--- src/rtl/hdmi_period_scheduler.sv ---
// hdmi_period_scheduler
//   Per-pixel HDMI period sequencer. From the raster position (cx, cy) it
//   picks the period each TMDS channel encoder runs in: control, video
//   preamble / guard band, active video, data-island preamble / guard band
//   and island data. It grants 32-cycle packet slots to an upstream packet
//   source whenever the horizontal blanking interval has room for them.
//
//   All outputs are registered: the values seen on cycle t+1 are computed
//   from cx/cy/packet_valid sampled on cycle t.
//
// Ports
//   clk_pixel     in   pixel clock, rising edge
//   reset_n       in   asynchronous active-low reset
//   cx            in   pixel column, wraps at FRAME_WIDTH
//   cy            in   line number, advances when cx wraps
//   packet_valid  in   upstream has a packet ready for the next slot
//   mode          out  0=control 1=video 2=video guard 3=island 4=island guard
//   ctl           out  CTL3..CTL0 preamble bits during control periods
//   packet_accept out  1-cycle pulse on the first data cycle of each packet
//   packet_phase  out  0..31 index within the current packet, else 0
//   island_active out  high from island preamble through trailing guard band
//   dbg_state     out  current island FSM state (IDLE=0 PRE=1 LGB=2 DATA=3 TGB=4 COOL=5)
//
// Handshake: packet_valid is sampled only when an island may start (FSM
// idle) and on the last cycle of a packet (phase 31). A packet is consumed
// on the cycle packet_accept is high; deasserting packet_valid while a
// packet is in flight has no effect on that packet.
module hdmi_period_scheduler #(
    parameter int SCREEN_WIDTH  = 640,
    parameter int SCREEN_HEIGHT = 480,
    parameter int FRAME_WIDTH   = 800,
    parameter int FRAME_HEIGHT  = 525,
    parameter int BIT_WIDTH     = 10,
    parameter int BIT_HEIGHT    = 10,
    parameter int MAX_PACKETS   = 2
) (
    input  logic                  clk_pixel,
    input  logic                  reset_n,
    input  logic [BIT_WIDTH-1:0]  cx,
    input  logic [BIT_HEIGHT-1:0] cy,
    input  logic                  packet_valid,
    output logic [2:0]            mode,
    output logic [3:0]            ctl,
    output logic                  packet_accept,
    output logic [4:0]            packet_phase,
    output logic                  island_active,
    output logic [2:0]            dbg_state
);

    typedef enum logic [2:0] {
        S_IDLE = 3'd0,
        S_PRE  = 3'd1,
        S_LGB  = 3'd2,
        S_DATA = 3'd3,
        S_TGB  = 3'd4,
        S_COOL = 3'd5
    } state_e;

    localparam logic [2:0] M_CTRL      = 3'd0;
    localparam logic [2:0] M_VIDEO     = 3'd1;
    localparam logic [2:0] M_VGUARD    = 3'd2;
    localparam logic [2:0] M_ISLAND    = 3'd3;
    localparam logic [2:0] M_IGUARD    = 3'd4;

    // Wide enough that cx plus the longest look-ahead never wraps.
    localparam int XW  = BIT_WIDTH + 7;
    localparam int CYW = BIT_HEIGHT + 1;
    localparam logic [XW-1:0] PRE_LIMIT = XW'(FRAME_WIDTH - 10);

    state_e         state_q, state_d;
    logic [4:0]     cnt_q, cnt_d;
    logic [4:0]     pkt_q, pkt_d;

    logic [2:0]     mode_q, mode_d;
    logic [3:0]     ctl_q, ctl_d;
    logic           accept_q, accept_d;
    logic [4:0]     phase_q, phase_d;
    logic           active_q, active_d;

    logic [XW-1:0]  cx_ext;
    logic [CYW-1:0] cy_ext, cy_next;
    logic           next_active, video_active, vid_pre, vid_guard;
    logic           fit_one, chain_ok, start_zone, abort_zone;

    // Raster decode.
    assign cx_ext       = XW'(cx);
    assign cy_ext       = CYW'(cy);
    assign cy_next      = (cy_ext == CYW'(FRAME_HEIGHT - 1)) ? '0 : cy_ext + CYW'(1);
    assign next_active  = cy_next < CYW'(SCREEN_HEIGHT);
    assign video_active = (cx_ext < XW'(SCREEN_WIDTH)) && (cy_ext < CYW'(SCREEN_HEIGHT));
    assign abort_zone   = cx_ext >= PRE_LIMIT;
    assign vid_pre      = next_active && abort_zone && (cx_ext <= XW'(FRAME_WIDTH - 3));
    assign vid_guard    = next_active && (cx_ext >= XW'(FRAME_WIDTH - 2));

    // One-packet island (12 overhead + 32 data) plus 12 control cycles must
    // finish before the video preamble region.
    assign fit_one    = (cx_ext + XW'(12 + 32 + 12)) <= PRE_LIMIT;
    // Chaining one more packet from phase 31: rest of this cycle, 32 data,
    // 2 trailing guard, 12 control.
    assign chain_ok   = (cx_ext + XW'(1 + 32 + 2 + 12)) <= PRE_LIMIT;
    assign start_zone = cx_ext >= XW'(SCREEN_WIDTH + 4);

    // State and output registers.
    always_ff @(posedge clk_pixel or negedge reset_n) begin
        if (!reset_n) begin
            state_q  <= S_IDLE;
            cnt_q    <= '0;
            pkt_q    <= '0;
            mode_q   <= M_CTRL;
            ctl_q    <= '0;
            accept_q <= 1'b0;
            phase_q  <= '0;
            active_q <= 1'b0;
        end else begin
            state_q  <= state_d;
            cnt_q    <= cnt_d;
            pkt_q    <= pkt_d;
            mode_q   <= mode_d;
            ctl_q    <= ctl_d;
            accept_q <= accept_d;
            phase_q  <= phase_d;
            active_q <= active_d;
        end
    end

    // Next-state logic.
    always_comb begin
        state_d = state_q;
        cnt_d   = cnt_q + 5'd1;
        pkt_d   = pkt_q;
        if (state_q != S_IDLE && abort_zone) begin
            // Never let an island run into the video preamble.
            state_d = S_IDLE;
            cnt_d   = '0;
            pkt_d   = '0;
        end else begin
            unique case (state_q)
                S_IDLE: begin
                    cnt_d = '0;
                    pkt_d = '0;
                    if (packet_valid && start_zone && fit_one) state_d = S_PRE;
                end
                S_PRE: if (cnt_q == 5'd7) begin
                    state_d = S_LGB;
                    cnt_d   = '0;
                end
                S_LGB: if (cnt_q == 5'd1) begin
                    state_d = S_DATA;
                    cnt_d   = '0;
                    pkt_d   = 5'd1;
                end
                S_DATA: if (cnt_q == 5'd31) begin
                    cnt_d = '0;
                    if (packet_valid && (pkt_q < 5'(MAX_PACKETS)) && chain_ok) begin
                        pkt_d = pkt_q + 5'd1;
                    end else begin
                        state_d = S_TGB;
                    end
                end
                S_TGB: if (cnt_q == 5'd1) begin
                    state_d = S_COOL;
                    cnt_d   = '0;
                end
                S_COOL: if (cnt_q == 5'd3) begin
                    state_d = S_IDLE;
                    cnt_d   = '0;
                end
                default: begin
                    state_d = S_IDLE;
                    cnt_d   = '0;
                    pkt_d   = '0;
                end
            endcase
        end
    end

    // Output decode from the state being entered; video path overrides.
    always_comb begin
        mode_d   = M_CTRL;
        ctl_d    = 4'b0000;
        accept_d = 1'b0;
        phase_d  = '0;
        active_d = 1'b0;
        unique case (state_d)
            S_PRE: begin
                ctl_d    = 4'b0101;
                active_d = 1'b1;
            end
            S_LGB, S_TGB: begin
                mode_d   = M_IGUARD;
                active_d = 1'b1;
            end
            S_DATA: begin
                mode_d   = M_ISLAND;
                phase_d  = cnt_d;
                accept_d = (cnt_d == 5'd0);
                active_d = 1'b1;
            end
            default: ;
        endcase
        if (video_active || vid_pre || vid_guard) begin
            ctl_d    = 4'b0000;
            accept_d = 1'b0;
            phase_d  = '0;
            active_d = 1'b0;
            if (video_active) begin
                mode_d = M_VIDEO;
            end else if (vid_pre) begin
                mode_d = M_CTRL;
                ctl_d  = 4'b0001;
            end else begin
                mode_d = M_VGUARD;
            end
        end
    end

    assign mode          = mode_q;
    assign ctl           = ctl_q;
    assign packet_accept = accept_q;
    assign packet_phase  = phase_q;
    assign island_active = active_q;
    assign dbg_state     = state_q;

endmodule

--- config.mk ---
export PLATFORM = sky130hd
export DESIGN_NAME = hdmi_period_scheduler
export DESIGN_NICKNAME = d
export VERILOG_FILES = /design/src/rtl/hdmi_period_scheduler.sv
export SDC_FILE = /design/constraint.sdc
export NUM_CORES = 1
export LEC_CHECK = 0
export ABC_CLOCK_PERIOD_IN_PS = 2800
export BUFFER_PORTS_ARGS = -buffer_cell sky130_fd_sc_hd__buf_2
export CAP_MARGIN = 10
export CORE_MARGIN = 2
export CORE_UTILIZATION = 55
export DETAILED_ROUTE_END_ITERATION = 8
export PLACE_DENSITY_LB_ADDON = 0.2
export REMOVE_ABC_BUFFERS = 1
export SYNTH_ARGS = -nofsm -noshare
export SYNTH_HDL_FRONTEND = slang
export SYNTH_SLANG_ARGS = --single-unit
--- constraint.sdc ---
create_clock -name clk_pixel -period 2.8 [get_ports clk_pixel]
set_input_delay 0.42 -clock clk_pixel [delete_from_list [all_inputs] [get_ports clk_pixel]]
set_output_delay 0.42 -clock clk_pixel [all_outputs]
set_load 0.01 [all_outputs]
==> results.cfg <==
[status]
status = completed

[yosys]
yosysSeqAreaShare_pct = 33.2
yosys_most_used_dff = sky130_fd_sc_hd__dfrtp_1
synth.distinct_cells = 52
synth_enable_flop_cells = 0
post_synth_inst_count = 225
syn_area_sq_mm = 0.00188
synth_seq_cells = 25
syn_area_per_cell_sq_um = 8.36
ys_async_sr_fraction_pct = 100
ys.warnings.count = 0

[cells_and_area]
fillerInstances = 314
num_antenna_cells = 0
design.final.nets = 296
fin_util_pct = 66.1
mostFrequentLayoutCells = sky130_fd_sc_hd__buf_2 (37), sky130_fd_sc_hd__dfrtp_1 (25), sky130_fd_sc_hd__nand2_1 (18), sky130_fd_sc_hd__o21ai_0 (16), sky130_fd_sc_hd__nor2_1 (15)
syn2layout_area_growth_pct = 16.2
final_layout_size_suffix_gt1_share_pct = 24.9
final_cell_area_sq_mm = 0.00219
mostFrequentLayoutCell = sky130_fd_sc_hd__buf_2

[sta]
timing_max_transition_violations_final = 0
final_period_minus_worst_setup_slack_ps = 2560
setup-tns-final_ps = 0
maxSlewHeadroom_pct = 56.8
setup_viol = 0
finalWorstSetupSlack_ps = 242
unrepaired_setup_endpoints_after_global_routing = false
timing.fmax_mhz = 391
max_slew.worst_pin.slew_ps = 639
post-route-period-util_pct = 91.4
timing.final.hold_violations = 0
clock_skew_ps = 8.50

[floorplanning]
core_sq_mm = 0.00331
die_y_um = 62.5
die_outline_area_sq_mm = 0.00391
num_rows = 21
io_pins = 40
start_util_pct = 56.8
chipWidth_um = 62.5

[setup_path]
worst_path_largest_cell_delay_ps = 690
critical_path.endpoint_type = flip-flop
worst_path_required_ps = 3050
crit_fanout = 4
critical_path.n_buffers_inverters = 1
cpMaxStageDelayCell = sky130_fd_sc_hd__or4b_2
timing.critical_path.cells = or4b_2, a311oi_1, nand3_1, nor4_4, nor3b_1, buf_4, o41ai_2
start_kind = flip-flop
worstSetupPathType = flip-flop to flip-flop
critical_path_data_arrival_time_ps = 2810
critical_path.top_delay_family = simple AND/OR/NAND/NOR gates
timing.critical_path.depth = 7
reg2reg_depth = 7

[drt]
routed-via-count = 1895
drt-vias-per-instance = 6.09
post_drt_wl_per_cell_um = 14.5
dr.first_iter.drc_count = 149
detail_route.first_pass.iterations = 4
detail_route.drc_violations = 0
final_antenna_violating_net_count = 0
aggregate_routed_wire_length_um = 4520

[pwr]
static-leakage-power_uw = 0.00100
vdd_drop_max_v = 0.000302
finalPower_uw = 1120
power_per_cell_area_mw_per_mm2 = 510

[cts]
cts_htree_levels = 1
cts_tree = built
clock_sink_count = 25
cts-root-buf = sky130_fd_sc_hd__clkbuf_4
post_cts_resize_count = 0
cts.repair_timing.setup_buffer_count = 0
tritoncts_buffers = 3
cts.hold.buffers_added = 0
worst_setup_hold_path_clk_slew_ps = 150
clock_latency_ps = 330
cts_buffer_depth = 2

[global_routing]
wire_length_of_the_first_global_routing_pass_um = 7820
grt_pass1_vias = 1741
pin_count_of_the_biggest_net_entering_global_routing = 26
globalRouteTotalUtil_pct = 24.5
grt-ovfl-total = 0
antenna_found_initial = 0

[placement]
place.port_buffers = 37
place_congestion = 0.859
dp.final_hpwl_um = 3580
placed_area_sq_mm = 0.00216
place_ws_ps = 17.4

[min_path]
hold_class = input port to async pin

[flow_run]
drv_cap = 0
[final cells by class]
class	instances	area (sq um)	share of cell area (%)
clock inverter	1	8.76	0.400
tap	46	57.6	2.63
clock buffer	3	22.5	1.03
multi-input combinational	176	1160	52.9
timing repair buffer	49	275	12.6
inverter	11	41.3	1.89
sequential	25	626	28.6
[final timing paths]
path	to	start	slack (ps)
max	ctl[0]$_DFF_PN0_	pkt_q[3]$_DFFE_PN0P_	240
min reg2reg	pkt_q[2]$_DFFE_PN0P_	pkt_q[2]$_DFFE_PN0P_	520
max in group asynchronous	dbg_state[1]$_DFF_PN0_	reset_n	2410
max reg2reg	ctl[0]$_DFF_PN0_	pkt_q[3]$_DFFE_PN0P_	240
min in group clk_pixel	mode[0]$_DFF_PN0_	cy[5]	440
min	cnt_q[0]$_DFF_PN0_	reset_n	40
[Yosys cell counts, drive strengths merged (2+ instances only)]
master | n | area [sq um]
or3 | 4 | 25.0
or4 | 2 | 15.0
a211oi | 4 | 30.0
nor3 | 11 | 60.1
or4b | 2 | 20.0
nand2 | 18 | 67.6
nor4 | 10 | 77.6
inv | 11 | 41.3
xor2 | 3 | 26.3
o211ai | 5 | 37.5
nand3 | 10 | 50.1
and3 | 5 | 31.3
o211a | 2 | 20.0
a31oi | 2 | 12.5
nor2 | 15 | 56.3
or2 | 3 | 18.8
o2111ai | 4 | 35.0
o21ai | 16 | 80.1
o32ai | 3 | 26.3
dfrtp | 25 | 626
buf | 4 | 25.0
o41ai | 2 | 25.0
o31ai | 3 | 36.3
clkbuf | 10 | 37.5
nor4bb | 2 | 20.0
nand4 | 3 | 18.8
a21o | 3 | 22.5
nor3b | 4 | 30.0
or3b | 2 | 17.5
a21oi | 12 | 60.1
nor4b | 2 | 17.5
ha | 7 | 87.6
and2 | 3 | 18.8
[flip-flops by register name, summed over array words and instances, names as in the netlist]
name / count
mode: 3
packet_accept: 1
packet_phase: 5
pkt_q: 5
island_active: 1
ctl: 2
cnt_q: 5
dbg_state: 3
[logic make-up after synthesis]
kind of cell / after synthesis / share of synthesized area [%]
buffers and inverters: 25 / 5.52
xor gates and xnor gates: 4 / 1.86
and+or+nand+nor: 101 / 31.3
AOI/OAI and AO/OA: 62 / 23.2
other: 1 / 0.199
DFF: 25 / 33.2
adders and majority gates: 7 / 4.65
[power breakdown]
part | internal [uW] | switching [uW]
combinational | 202 | 269
sequential | 406 | 59.6
clock | 58.3 | 121
total | 666 | 449
[metal layers]
layer  vias up  global-route usage (%)  wire [um]
li1        925                       -          -
met1       892                    32.8       1970
met2        72                    42.3       2240
met3         6                    2.70        248
met4         0                    6.67         57
met5         -                       0          0
[per-stage QoR]
step | std cells | hold WS, ps
CTS | 311 | 59.3
global route | 311 | 76.4
global placement | 307 | 431
floorplan | 212 | 124
finish | 311 | 35.0
detailed placement | 307 | 434
Power figures use the tool's default switching activity.
